===== src/rtl/counter_pkg.sv =====
// Shared definitions for the counter control stage: FSM state encoding
// and default debounce/synchroniser depths.
package counter_pkg;

  // Encoding 2'd3 is unused; the FSM recovers from it to IDLE.
  typedef enum logic [1:0] {
    ST_IDLE  = 2'd0,
    ST_RUN   = 2'd1,
    ST_PAUSE = 2'd2
  } state_e;

  // Small default keeps simulation short; scale to ~10 ms of clk on silicon.
  localparam int DEBOUNCE_CYCLES_DEF = 50;
  localparam int SYNC_STAGES_DEF     = 2;

endpackage


===== src/rtl/btn_debounce.sv =====
// Synchroniser + debouncer + rising-edge detector for one raw board input.
// level is the accepted (debounced) level; rise_pulse is high for one cycle
// each time level goes from 0 to 1.
module btn_debounce
  import counter_pkg::*;
#(
  parameter int DEBOUNCE_CYCLES = DEBOUNCE_CYCLES_DEF,
  parameter int SYNC_STAGES     = SYNC_STAGES_DEF
) (
  input  logic clk,
  input  logic rst_n,
  input  logic raw,
  output logic level,
  output logic rise_pulse
);

  localparam int CW = (DEBOUNCE_CYCLES > 1) ? $clog2(DEBOUNCE_CYCLES) : 1;
  localparam logic [CW-1:0] CNT_LAST = CW'(DEBOUNCE_CYCLES - 1);

  logic [SYNC_STAGES-1:0] sync_q;
  logic                   synced;
  logic [CW-1:0]          cnt_q, cnt_d;
  logic                   stable_q, stable_d;
  logic                   stable_prev_q;

  // Synchroniser chain; only the last stage feeds the debouncer.
  always_ff @(posedge clk or negedge rst_n) begin
    if (!rst_n) begin
      sync_q <= '0;
    end else begin
      sync_q <= {sync_q[SYNC_STAGES-2:0], raw};
    end
  end

  assign synced = sync_q[SYNC_STAGES-1];

  // Count consecutive cycles the synced input differs from the accepted level;
  // any return to the accepted level restarts the count, so the counter never wraps.
  always_comb begin
    cnt_d    = cnt_q;
    stable_d = stable_q;
    if (synced == stable_q) begin
      cnt_d = '0;
    end else if (cnt_q == CNT_LAST) begin
      stable_d = synced;
      cnt_d    = '0;
    end else begin
      cnt_d = cnt_q + 1'b1;
    end
  end

  // Debounce state and one-cycle-delayed copy of the accepted level.
  always_ff @(posedge clk or negedge rst_n) begin
    if (!rst_n) begin
      cnt_q         <= '0;
      stable_q      <= 1'b0;
      stable_prev_q <= 1'b0;
    end else begin
      cnt_q         <= cnt_d;
      stable_q      <= stable_d;
      stable_prev_q <= stable_q;
    end
  end

  assign level      = stable_q;
  assign rise_pulse = stable_q & ~stable_prev_q;

endmodule


===== src/rtl/counter_ctrl.sv =====
// Control stage for the 0-99 counter: conditions start/clear buttons and the
// direction switch, and runs the IDLE/RUN/PAUSE machine that gates divider
// ticks into count strobes.
//
//   state    | meaning
//   ---------+---------------------------------------------------
//   ST_IDLE  | stopped; counter held, waiting for start
//   ST_RUN   | ticks are passed through as count_en strobes
//   ST_PAUSE | stopped mid-count; start resumes, clear returns to IDLE
module counter_ctrl
  import counter_pkg::*;
#(
  parameter int DEBOUNCE_CYCLES = DEBOUNCE_CYCLES_DEF,
  parameter int SYNC_STAGES     = SYNC_STAGES_DEF
) (
  input  logic clk,
  input  logic rst_n,
  input  logic btn_start_stop,
  input  logic btn_clear,
  input  logic sw_dir,
  input  logic tick_in,
  output logic count_en,
  output logic count_clr,
  output logic count_dir,
  output logic run
);

  logic   start_press;
  logic   clear_press;
  logic   start_level_unused;
  logic   clear_level_unused;
  logic   dir_level;
  logic   dir_rise_unused;

  state_e state_q, state_d;
  logic   count_en_q,  count_en_d;
  logic   count_clr_q, count_clr_d;
  logic   run_q,       run_d;

  btn_debounce #(
    .DEBOUNCE_CYCLES (DEBOUNCE_CYCLES),
    .SYNC_STAGES     (SYNC_STAGES)
  ) u_db_start (
    .clk        (clk),
    .rst_n      (rst_n),
    .raw        (btn_start_stop),
    .level      (start_level_unused),
    .rise_pulse (start_press)
  );

  btn_debounce #(
    .DEBOUNCE_CYCLES (DEBOUNCE_CYCLES),
    .SYNC_STAGES     (SYNC_STAGES)
  ) u_db_clear (
    .clk        (clk),
    .rst_n      (rst_n),
    .raw        (btn_clear),
    .level      (clear_level_unused),
    .rise_pulse (clear_press)
  );

  btn_debounce #(
    .DEBOUNCE_CYCLES (DEBOUNCE_CYCLES),
    .SYNC_STAGES     (SYNC_STAGES)
  ) u_db_dir (
    .clk        (clk),
    .rst_n      (rst_n),
    .raw        (sw_dir),
    .level      (dir_level),
    .rise_pulse (dir_rise_unused)
  );

  // State register.
  always_ff @(posedge clk or negedge rst_n) begin
    if (!rst_n) begin
      state_q <= ST_IDLE;
    end else begin
      state_q <= state_d;
    end
  end

  // Next-state logic; clear has priority over start in every state.
  always_comb begin
    state_d = state_q;
    case (state_q)
      ST_IDLE: begin
        if (clear_press)      state_d = ST_IDLE;
        else if (start_press) state_d = ST_RUN;
      end
      ST_RUN: begin
        if (clear_press)      state_d = ST_IDLE;
        else if (start_press) state_d = ST_PAUSE;
      end
      ST_PAUSE: begin
        if (clear_press)      state_d = ST_IDLE;
        else if (start_press) state_d = ST_RUN;
      end
      default: state_d = ST_IDLE;
    endcase
  end

  // Output decode; count_en uses the pre-update state so a tick coinciding
  // with RUN->PAUSE still counts, and a clear press suppresses it so the two
  // strobes never overlap.
  always_comb begin
    count_en_d  = tick_in & (state_q == ST_RUN) & ~clear_press;
    count_clr_d = clear_press;
    run_d       = (state_d == ST_RUN);
  end

  // Output registers.
  always_ff @(posedge clk or negedge rst_n) begin
    if (!rst_n) begin
      count_en_q  <= 1'b0;
      count_clr_q <= 1'b0;
      run_q       <= 1'b0;
    end else begin
      count_en_q  <= count_en_d;
      count_clr_q <= count_clr_d;
      run_q       <= run_d;
    end
  end

  assign count_en  = count_en_q;
  assign count_clr = count_clr_q;
  assign run       = run_q;
  // The debouncer's accepted-level flop is already a register; drive it out directly.
  assign count_dir = dir_level;

endmodule


===== config.mk =====
export PLATFORM = sky130hd
export DESIGN_NAME = counter_ctrl
export DESIGN_NICKNAME = d
export VERILOG_FILES = /design/src/rtl/counter_pkg.sv /design/src/rtl/btn_debounce.sv /design/src/rtl/counter_ctrl.sv
export SDC_FILE = /design/constraint.sdc
export NUM_CORES = 1
export LEC_CHECK = 0
export CORE_MARGIN = 2
export CORE_UTILIZATION = 40
export CTS_BUF_LIST = sky130_fd_sc_hd__clkbuf_16
export DETAILED_ROUTE_END_ITERATION = 10
export PLACE_DENSITY = 0.6
export SETUP_SLACK_MARGIN = 0.5
export SYNTH_ARGS = -nofsm -noshare
export SYNTH_HDL_FRONTEND = slang
export SYNTH_SLANG_ARGS = --single-unit

===== constraint.sdc =====
create_clock -name clk -period 1.8 [get_ports clk]
set_input_delay 0.36 -clock clk [delete_from_list [all_inputs] [get_ports clk]]
set_output_delay 0.36 -clock clk [all_outputs]
set_load 0.05 [all_outputs]

; Yosys cells after proc, flatten, opt, wreduce, memory -nomap -nowiden
; Cells that the tools add are included.
[totals]
register_bits = 34
in_bits = 6
word_cells = 53
[op_classes]
n_addsub = 3
eq_ne = 9
mux = 11
bitwise = 10
reduce_logical = 5
[op_table]
columns = operator, count
row1 = two-way mux 6 bit, 6
row2 = adder 6 x 1 -> 6 bit (second input constant), 3
row3 = equality test 6 bit (second input constant), 3
row4 = two-way mux 2 bit, 4
row5 = inverter 1 bit, 6
row6 = AND reduction 2 bit, 3
row7 = bitwise AND 1 bit, 4
row8 = equality test 2 x 1 -> 1 bit (second input constant), 2
row9 = one-hot mux 2 bit (2 select lines), 1
row10 = equality test 1 bit, 3
row11 = equality test 2 bit (second input constant), 1
row12 = logical NOT 2 bit, 1
row13 = OR reduction 2 bit, 1

; Logic depth before layout (Yosys ltp)
; Gate-level depths: netlist (run 1).
[depth]
depth_word = 6
depth_mapped = 5
ltp_nobuf = 5

; Cells and area by module
; From an unflattened synthesis (run 1), not the netlist that was laid out.
[unflattened]
cells_unflattened = 115
area_unflattened_um2 = 1420.1
[by_module_without_submodules]
columns = module, n_inst, cells_each, area_each_um2, seq_area_each_um2
row1 = btn_debounce, 3, 34, 412.9, 250.2
row2 = counter_ctrl, 1, 13, 181.4, 125.1

; Worst setup path after synthesis (run 1)
; Ideal clock, no wire load.
[synth_timing]
path_type = register -> register
from = reg u_db_start.cnt_q[1]
to = reg u_db_start.stable_q, in the netlist u_db_start.level
arrival_ns = 1.118
required_time_ns = 1.675
slack_ns = 0.557
stages_incl_launch_ff = 6
path_buffers = 0
period_less_slack_ns = 1.243
path_cell_list = dfrtp_1 -> inv_1 -> ha_1 -> nand4b_1 -> nor2_1 -> mux2_2
[synth_between]
elab_chain_cells = 2
[synth_rtl]
columns = item, line_no
row1 = start: declaration, btn_debounce.sv:22  ; logic [CW-1:0] cnt_q, cnt_d;
row2 = start signal: assignment, btn_debounce.sv:59  ; cnt_q <= cnt_d;
row3 = equality test 6 bit, btn_debounce.sv:44  ; end else if (cnt_q == CNT_LAST) begin
row4 = AND reduction 2 bit (no source line), n/a
row5 = end signal: assignment, btn_debounce.sv:60  ; stable_q <= stable_d;
row6 = end: declaration, btn_debounce.sv:23  ; logic stable_q, stable_d;
; No other way between the ends.
; A chain may end at the register's enable or synchronous reset.

; Worst setup path in the final report (run 1)
[layout_timing]
from = reg u_db_dir.cnt_q[1]
to = reg u_db_dir.stable_q, in the netlist u_db_dir.level
[layout_between]
elab_chain_cells = 2
[layout_rtl]
columns = item, line_no
row1 = start: declaration, btn_debounce.sv:22
row2 = start signal: assignment, btn_debounce.sv:59
row3 = equality test 6 bit, btn_debounce.sv:44
row4 = AND reduction 2 bit (no source line), n/a
row5 = end signal: assignment, btn_debounce.sv:60
row6 = end: declaration, btn_debounce.sv:23
; No other way between the ends.

==> impl_metrics.json, run 1 <==
{
  "timing.setup.tns_ps": 0,
  "synth-edff-count": 0,
  "fp.dieArea_um2": 3930,
  "min_from": "u_db_clear.sync_q[0]",
  "grt-busiest-layer": "met2",
  "numCtsBuffers": 5,
  "drtPass1Iterations": 4,
  "hp-class": "flop to flop",
  "drc_errors": 0,
  "h-tree-depth": 2,
  "avgSynthCellArea_um2": 12.3,
  "worst_pin_slew_ps": 416,
  "yosys_warnings": 0,
  "grt_overflow_total": 0,
  "worst-path-max-fanout": 2,
  "via_per_inst": 4.67,
  "cts_tree": "done",
  "rows": 21,
  "synth_seq_cells": 34,
  "synth_top_cell_area_share": 0.617,
  "stdcell_count": 183,
  "dpl.hpwl_mm": 1.35,
  "nets": 148,
  "wl_mm": 2.08,
  "syn-cell-area_um2": 1380,
  "synth_fp_nets": 124,
  "drv_cap": 0,
  "grt.met1_usage": 0.128,
  "path_cells": "inv_1, ha_1, nand4b_1, nor2_1, mux2_4",
  "start_util": 0.416,
  "rr_worst_depth": 5,
  "syn_inst": 112,
  "vias": 854,
  "synth_most_common_cell": "dfrtp_1",
  "p_per_area_nw_per_um2": 1050,
  "r2r-end": "u_db_dir.level",
  "dp.cells": 168,
  "holdPathEnd": "u_db_clear.sync_q[1]",
  "core-area_um2": 3310,
  "synth-async-reset-ratio": 1.00,
  "use_met3": 0.0450,
  "antenna_left": 0,
  "crit_type": "flop to flop",
  "critPathBufInv": 1,
  "clk_pin_slew_ps": 50,
  "period_minus_slack_ps": 1290,
  "clockBufferDepth": 2,
  "status": "finished clean",
  "clock_latency_ps": 270,
  "io-pin-count": 10,
  "ff2ff_setup_slack_ps": 510,
  "max_stage_delay_ps": 380,
  "grt_antenna_before_repair": 0,
  "grt_setup_unrepaired": "yes",
  "grt_max_degree": 35,
  "yosysTopAreaCell": "dfrtp_1",
  "synth_seq_area_share": 0.617,
  "drt_first_iter_violations": 53,
  "portBuffers": 9,
  "cp.required_ps": 1960,
  "slew_headroom": 0.723,
  "r2r-start": "u_db_dir.cnt_q[1]",
  "n_antenna_cell": 0,
  "grtUsageMet2": 0.202,
  "clockRootBuffer": "clkbuf_16",
  "wl_per_cell_um": 11.3,
  "min_period_over_period": 0.719,
  "slew_violations": 0,
  "yosysUniqueCellTypes": 21,
  "grt_pass1_wl_mm": 3.66,
  "slowest_stage": "dfrtp_1",
  "synthTopCellsByCount": "34 x dfrtp_1, 22 x nor2_1, 9 x xor2_1",
  "synthTopCellsByArea": "dfrtp_1 62%, nor2_1 6.0%, xor2_1 5.7%, ha_1 5.4%, mux2_2 2.5%",
  "final-hold-violation-count": 0,
  "finalClockSkew_ps": 3.58,
  "worstPathArrival_ps": 1450,
  "grt_usage": 0.124,
  "path_delay_family": "flip-flops",
  "cts_sinks": 34,
  "synthToLayoutAreaGrowth_pct": 27.0,
  "finalSetupViolCount": 0,
  "leakagePower_nw": 0.854,
  "drive_gt1_frac": 0.234,
  "synthFlopType": "dfrtp_1",
  "n_fill_cell": 315,
  "whs_path_depth": 0,
  "ir_worst_vdd_mv": 0.629,
  "grt_pass1_vias": 894,
  "endpoint_kind": "flop",
  "die-height_um": 62.7,
  "fp.dieW_um": 62.7,
  "place.gp.congestion": 0.769,
  "critPathLaunchType": "flop",
  "fmaxAchievable_ghz": 0.773
}
layout make-up:
cell class              count  area (um2)  share of cell area
inverters                   3        11.3             0.00643
clock inverters             3        40.0              0.0229
well taps                  46        57.6              0.0329
multi-input cells          75         527               0.301
clock buffers               5         125              0.0714
flip-flops and latches     34         851               0.486
repair buffers             17         140              0.0800
routing by layer:
layer / vias up / share of wire
met5: - / 0
met4: 0 / 0.017
met3: 4 / 0.048
met2: 13 / 0.51
met1: 418 / 0.43
li1: 419 / -
report_power, final:
part / internal (mW) / switching (mW) / leakage, nW
combinational: 0.0481 / 0.0473 / 0.317
sequential: 0.789 / 0.0165 / 0.454
clock: 0.646 / 0.296 / 0.0836
total: 1.48 / 0.360 / 0.854
state kept, by name (all words and copies together), names as in the netlist:
signal,cells
u_db_dir.level,1
u_db_dir.sync_q,2
run,1
u_db_start.cnt_q,6
u_db_start.level,1
count_clr,1
u_db_start.sync_q,2
u_db_clear.cnt_q,6
count_en,1
u_db_start.stable_prev_q,1
state_q,2
u_db_clear.sync_q,2
u_db_clear.level,1
u_db_clear.stable_prev_q,1
u_db_dir.cnt_q,6
worst max path at each step:
| stage | cells after the start | start | to |
|---|---|---|---|
| 2_1_floorplan | 5 | u_db_start.cnt_q[1] | u_db_start.level |
| 6_report | 5 | u_db_dir.cnt_q[1] | u_db_dir.level |
| 3_3_place_gp | 5 | u_db_start.cnt_q[1] | u_db_start.level |
| 4_1_cts | 5 | u_db_start.cnt_q[1] | u_db_start.level |
| 3_5_place_dp | 5 | u_db_start.cnt_q[1] | u_db_start.level |
| 5_1_grt | 5 | u_db_start.cnt_q[1] | u_db_start.level |
metrics by stage:
step	worst slack [ps]	total power, mW	instance area [um2]	hold WS (ps)	utilization
final	506	1.84	1750	344	0.529
after global routing	419	1.93	1750	352	0.529
after CTS	493	1.87	1730	346	0.523
after detailed placement	470	0.894	1520	335	0.460
after global placement	506	0.892	1520	332	0.460
after floorplan	557	0.856	1380	64.4	-
timing repair:
action,in CTS,in global routing
endpoints found under the setup margin,3,9
buffers inserted,5,2
gates resized for setup,1,2
hold buffers,0,0
pin swaps,3,3
gates cloned,0,0
cell families (layout without fill, tap and decap cells):
group,count (synthesis),after routing,synth area share
buffers and inverters,3,28,0.00817
adder cells (fa/ha/maj),6,6,0.0544
AND/OR/NAND/NOR,43,43,0.165
multiplexers,4,4,0.0318
AO/OA/AOI/OAI,10,10,0.0472
flip-flops,34,34,0.617
XOR/XNOR,12,12,0.0762
worst register-to-register path: stages (launching register included):
cell      delay, ps
dfrtp_1         380
inv_1            60
ha_1            130
nand4b_1        120
nor2_1          160
mux2_4          320
cells in the final DEF, fill, tap and decap left out, drive strengths merged:
cell / instances
clkinv: 2
nand4b: 3
dfrtp: 34
clkdlybuf4s50: 5
nand3: 6
nor3b: 1
o21ai: 6
inv: 3
or3: 3
xor2: 9
nor2b: 3
mux2i: 1
mux2: 3
ha: 6
buf: 12
xnor2: 3
nand2: 4
clkbuf: 5
nor2: 22
a21oi: 4
bufinv: 1
nand2b: 1
(Power assumes the default switching activity.)
==> inputs of run 2 (changes only) <==
Clock period 1.8 ns to 1.2 ns, I/O delays scaled along.
==> run 2 against run 1 <==
Against the previous run: via count up 3.9%; clock power up 27%; flip-flop and latch count unchanged; the flow now finishes with violations (negative setup slack); wire length up 15%; cell count up 3.8%; combinational power up 88%; register-to-register slack worse by 580 ps; worst hold slack worse by 6.6 ps; largest power group is now registers; count of clock-buffer cells in the layout unchanged.
==> impl_metrics.json, run 2 (synthesized netlist as in run 1, its figures left out) <==
{
  "drv_cap": 0,
  "place_ws_ps": -72.6,
  "fmaxAchievable_ghz": 0.784,
  "fp.dieW_um": 62.7,
  "hp-class": "input port to async pin",
  "drive_gt1_frac": 0.368,
  "status": "finished, violations left",
  "cp.required_ps": 1350,
  "grt_antenna_before_repair": 0,
  "fin_area_um2": 1940,
  "critPathLaunchType": "flop",
  "crit_type": "flop to flop",
  "cp-startpoint": "u_db_start.cnt_q[1]",
  "leakagePower_nw": 0.879,
  "largestRegisters": "u_db_clear.cnt_q x6, u_db_dir.cnt_q x6, u_db_start.cnt_q x6",
  "r2r-start": "u_db_start.cnt_q[1]",
  "place.gp.congestion": 0.741,
  "nets": 155,
  "synthToLayoutAreaGrowth_pct": 40.5,
  "seq_power_share": 0.466,
  "grt_max_degree": 35,
  "vias": 887,
  "grt_overflow_total": 0,
  "wl_per_cell_um": 12.5,
  "endpoint_kind": "flop",
  "p_int_mw": 2.03,
  "place_area_um2": 1690,
  "grt_setup_unrepaired": "yes",
  "cts_tree": "done",
  "grt_pass1_vias": 1003,
  "layout_common_cells": "29 x dfrtp_1, 20 x nor2_1, 14 x buf_4",
  "min_period_over_period": 1.06,
  "holdBufCountCts": 0,
  "max_stage_delay_ps": 380,
  "power.switching_mw": 0.556,
  "drtPass1Iterations": 4,
  "ir_worst_vdd_mv": 0.721,
  "worstPathArrival_ps": 1430,
  "finalClockSkew_ps": 4.26,
  "violations": "negative setup slack",
  "period_minus_slack_ps": 1280,
  "final-hold-violation-count": 0,
  "grt_usage": 0.147,
  "via_per_inst": 4.67,
  "clkPwrFrac": 0.465,
  "p_per_area_nw_per_um2": 1330,
  "wl_mm": 2.38,
  "slowest_stage": "dfrtp_1",
  "drc_errors": 0,
  "n_fill_cell": 297,
  "io-pin-count": 10,
  "portBuffers": 9,
  "fin_ws_ps": -75.7,
  "h-tree-depth": 2,
  "core-area_um2": 3310,
  "antenna_left": 0,
  "n_antenna_cell": 0,
  "clk_pin_slew_ps": 50,
  "rows": 21,
  "final_common_cell": "dfrtp_1",
  "start_util": 0.416,
  "die-height_um": 62.7,
  "path_cells": "inv_1, ha_1, nand4b_1, nor2_1, mux2_2",
  "fp.dieArea_um2": 3930,
  "finalSetupViolCount": 21,
  "p_sw_frac": 0.215,
  "numCtsBuffers": 5,
  "worst_pin_slew_ps": 291,
  "slew_headroom": 0.806,
  "slew_violations": 0,
  "dpl.hpwl_mm": 1.59,
  "worst-path-max-fanout": 2,
  "clock_latency_ps": 270,
  "clockBufferDepth": 2,
  "clockRootBuffer": "clkbuf_16",
  "timing.setup.tns_ps": -797,
  "p_comb_frac": 0.069,
  "cts_sinks": 34,
  "grt_pass1_wl_mm": 4.36,
  "drt_first_iter_violations": 63
}
==> run 2: per-stage QoR <==
stage               hold slack, ps  utilization  instances  total power [mW]
floorplan                    -55.6            -        112              1.28
finish                         337        0.585        190              2.59
global route                   365        0.585        190              2.72
detailed placement             335        0.511        179              1.39
CTS                            344        0.574        190              2.62
global placement               332        0.511        179              1.38
==> run 2: power by group through the flow <==
stage | Sequential, mW | Combinational, mW | Clock (mW)
floorplan | 1.23 | 0.0548 | 0
global placement | 1.22 | 0.157 | 0
detailed placement | 1.22 | 0.164 | 0
CTS | 1.20 | 0.175 | 1.24
global route | 1.21 | 0.203 | 1.31
finish | 1.20 | 0.179 | 1.20
==> run 2: repair_timing <==
item | in CTS | in global routing
endpoints found under the setup margin | 29 | 30
pin swaps | 3 | 9
gates resized for setup | 8 | 7
buffers inserted | 3 | 0
==> run 2: area by class of cell <==
type | instances | area, um2 | share of cell area
repair buffers | 24 | 255 | 0.132
inverters | 3 | 11.3 | 0.00581
well taps | 46 | 57.6 | 0.0297
multi-input cells | 75 | 614 | 0.317
clock buffers | 5 | 125 | 0.0646
flip-flops and latches | 34 | 857 | 0.443
clock inverters | 3 | 16.3 | 0.00840
==> run 2: final timing paths <==
| kind | endpoint | slack, ps | depth (start not counted) |
|---|---|---|---|
| hold reg to reg | u_db_dir.sync_q[1] | 350 | 0 |
| setup / recovery | u_db_start.level | -80 | 5 |
| hold / removal | u_db_start.cnt_q[4] | 340 | 2 |
| setup reg to reg | u_db_start.level | -80 | 5 |
| max in group asynchronous | u_db_start.level | 680 | 2 |
| min in group clk | u_db_dir.sync_q[1] | 350 | 0 |
==> run 2: layer usage <==
layer,vias up,global-route usage,part of all wire
li1,431,-,-
met1,441,0.148,0.39
met2,9,0.267,0.56
met3,6,0.0559,0.034
met4,0,0.0667,0.021
met5,-,0,0
==> run 2: worst max-delay path, delay by kind of cell (launching register included) <==
kind / cells / cell delay, ps
DFF: 1 / 380
muxes: 1 / 340
and+or+nand+nor: 2 / 240
adders and majority gates: 1 / 140
buffers and inverters: 1 / 60
==> inputs of run 3 (changes only) <==
Settings changed: DONT_BUFFER_PORTS set to 1, GPL_TIMING_DRIVEN set to 1, PLACE_DENSITY 0.6 to 0.56, SLEW_MARGIN set to 10.
==> run 3 against run 2 <==
Against the previous run: the run ends with negative hold slack, negative setup slack left; wire length shrank 5.5%; combinational power shrank 19%; first-iteration DRC count shrank 16%; clock power is essentially flat; count of clock-buffer cells in the layout is the same; fmax shrank 0.57%; via count shrank 2.9%; total power shrank 2.3%; largest power group unchanged; highest routed layer unchanged.
==> impl_metrics.json, run 3 (synthesized netlist as in run 1, its figures left out) <==
{
  "status": "finished, violations left",
  "violations": "negative hold slack, negative setup slack",
  "clockRootBuffer": "clkbuf_16",
  "final_common_cell": "dfrtp_1",
  "hp-class": "input port to async pin",
  "finalSetupViolCount": 15,
  "stdcell_count": 184,
  "drtPass1Iterations": 3,
  "fp.dieW_um": 62.7,
  "final-hold-violation-count": 34,
  "h-tree-depth": 2,
  "cp-startpoint": "u_db_start.cnt_q[1]",
  "fin_ws_ps": -83.1,
  "clockBufferDepth": 2,
  "min_period_over_period": 1.07,
  "endpoint_kind": "flop",
  "critPathLaunchType": "flop",
  "path_cells": "inv_1, ha_1, nand4b_1, nor2_1, mux2_2",
  "dpl.hpwl_mm": 1.44,
  "via_per_inst": 4.68,
  "grt_pass1_vias": 923,
  "n_antenna_cell": 0,
  "grt_overflow_total": 0,
  "core-area_um2": 3310,
  "slew_violations": 0,
  "ir_worst_vdd_mv": 0.777,
  "grt_usage": 0.141,
  "crit_type": "flop to flop",
  "clock_latency_ps": 270,
  "period_minus_slack_ps": 1280,
  "portBuffers": 0,
  "drc_errors": 0,
  "p_per_area_nw_per_um2": 1380,
  "synthToLayoutAreaGrowth_pct": 32.5,
  "slowest_stage": "dfrtp_1",
  "seq_area_um2": 857,
  "hold-worst-slack_ps": -340,
  "cts_sinks": 34,
  "vias": 861,
  "nets": 149,
  "numCtsBuffers": 5,
  "grt_setup_unrepaired": "yes",
  "fmaxAchievable_ghz": 0.779,
  "antenna_left": 0,
  "p_total_mw": 2.53,
  "worstPathArrival_ps": 1440,
  "cts_tree": "done",
  "cp.required_ps": 1350,
  "place_ws_ps": -88.9,
  "timing.setup.tns_ps": -800,
  "die-height_um": 62.7,
  "place_area_um2": 1560,
  "n_fill_cell": 280,
  "worst_pin_slew_ps": 290,
  "drv_cap": 0,
  "slew_headroom": 0.806,
  "fin_area_um2": 1830,
  "grt_pass1_wl_mm": 4.12,
  "largestRegisters": "u_db_clear.cnt_q x6, u_db_dir.cnt_q x6, u_db_start.cnt_q x6",
  "place.gp.congestion": 0.736,
  "multi_input_area_um2": 608,
  "start_util": 0.416,
  "wl_mm": 2.25,
  "holdBufCountCts": 3,
  "grt_max_degree": 35,
  "io-pin-count": 10,
  "drt_first_iter_violations": 53,
  "dp.cells": 171,
  "clk_pin_slew_ps": 50,
  "fp.dieArea_um2": 3930,
  "grt_antenna_before_repair": 0,
  "wl_per_cell_um": 12.2,
  "r2r-start": "u_db_start.cnt_q[1]",
  "leakagePower_nw": 0.846,
  "worst-path-max-fanout": 2,
  "layout_common_cells": "29 x dfrtp_1, 18 x nor2_1, 13 x buf_4",
  "drive_gt1_frac": 0.362,
  "rows": 21,
  "finalClockSkew_ps": 4.95,
  "max_stage_delay_ps": 380
}
[run 3: changes by cell type in the layout (fill, tap and decap cells not counted), moves of 2 or more]
cell             delta
nor2_2              +2
nor2_1              -2
buf_12              -5
clkdlybuf4s50_1     -5
dlygate4sd3_1       +3
[run 3: final cells by class]
class                      count  area share
clock inverter                 3     0.00753
clock buffer                   5      0.0685
tap                           46      0.0315
inverter                       3     0.00616
timing repair buffer          18      0.0842
sequential                    34       0.469
multi-input combinational     75       0.333
[run 3: path summary, 6_finish.rpt]
check	cells past startpoint	slack (ps)	end
setup / recovery	5	-80	u_db_start.level
hold / removal	0	-340	state_q[0]
setup reg to reg	5	-80	u_db_start.level
hold reg to reg	0	340	u_db_start.sync_q[1]
max in group asynchronous	0	1450	u_db_start.level
min in group clk	2	70	count_en
[run 3: critical path: cells and delay by family (launching register included)]
family	cells	cell delay [ps]
flip-flops	1	380
AND/OR/NAND/NOR	2	250
buffers and inverters	1	60
multiplexers	1	340
adder cells (fa/ha/maj)	1	140
[run 3: stage by stage]
step	hold WS [ps]	utilization
floorplan	-55.6	-
global placement	-54.9	0.471
detailed placement	-54.6	0.471
CTS	-348	0.548
global route	-359	0.552
finish	-340	0.552
[run 3: per-layer routing]
| layer | vias up | GRT usage | routed length (um) | share of wire |
|---|---|---|---|---|
| met5 | - | 0 | 0 | 0 |
| met4 | 0 | 0.0583 | 29 | 0.013 |
| met3 | 4 | 0.0721 | 83 | 0.037 |
| met2 | 12 | 0.222 | 1150 | 0.51 |
| met1 | 422 | 0.162 | 991 | 0.44 |
| li1 | 423 | - | - | - |
[run 3: power by group]
part | switching, mW | total (mW) | internal [mW]
Sequential | 0.0189 | 1.20 | 1.18
Combinational | 0.0657 | 0.145 | 0.0793
Clock | 0.427 | 1.18 | 0.751
Total | 0.512 | 2.53 | 2.01
[run 3: repair_timing]
action / 4_1_cts / 5_1_grt
endpoints found under the setup margin: 29 / 30
buffers inserted: 2 / 0
pin swaps: 5 / 5
endpoints found under the hold margin: 37 / 34
gates resized for setup: 15 / 4
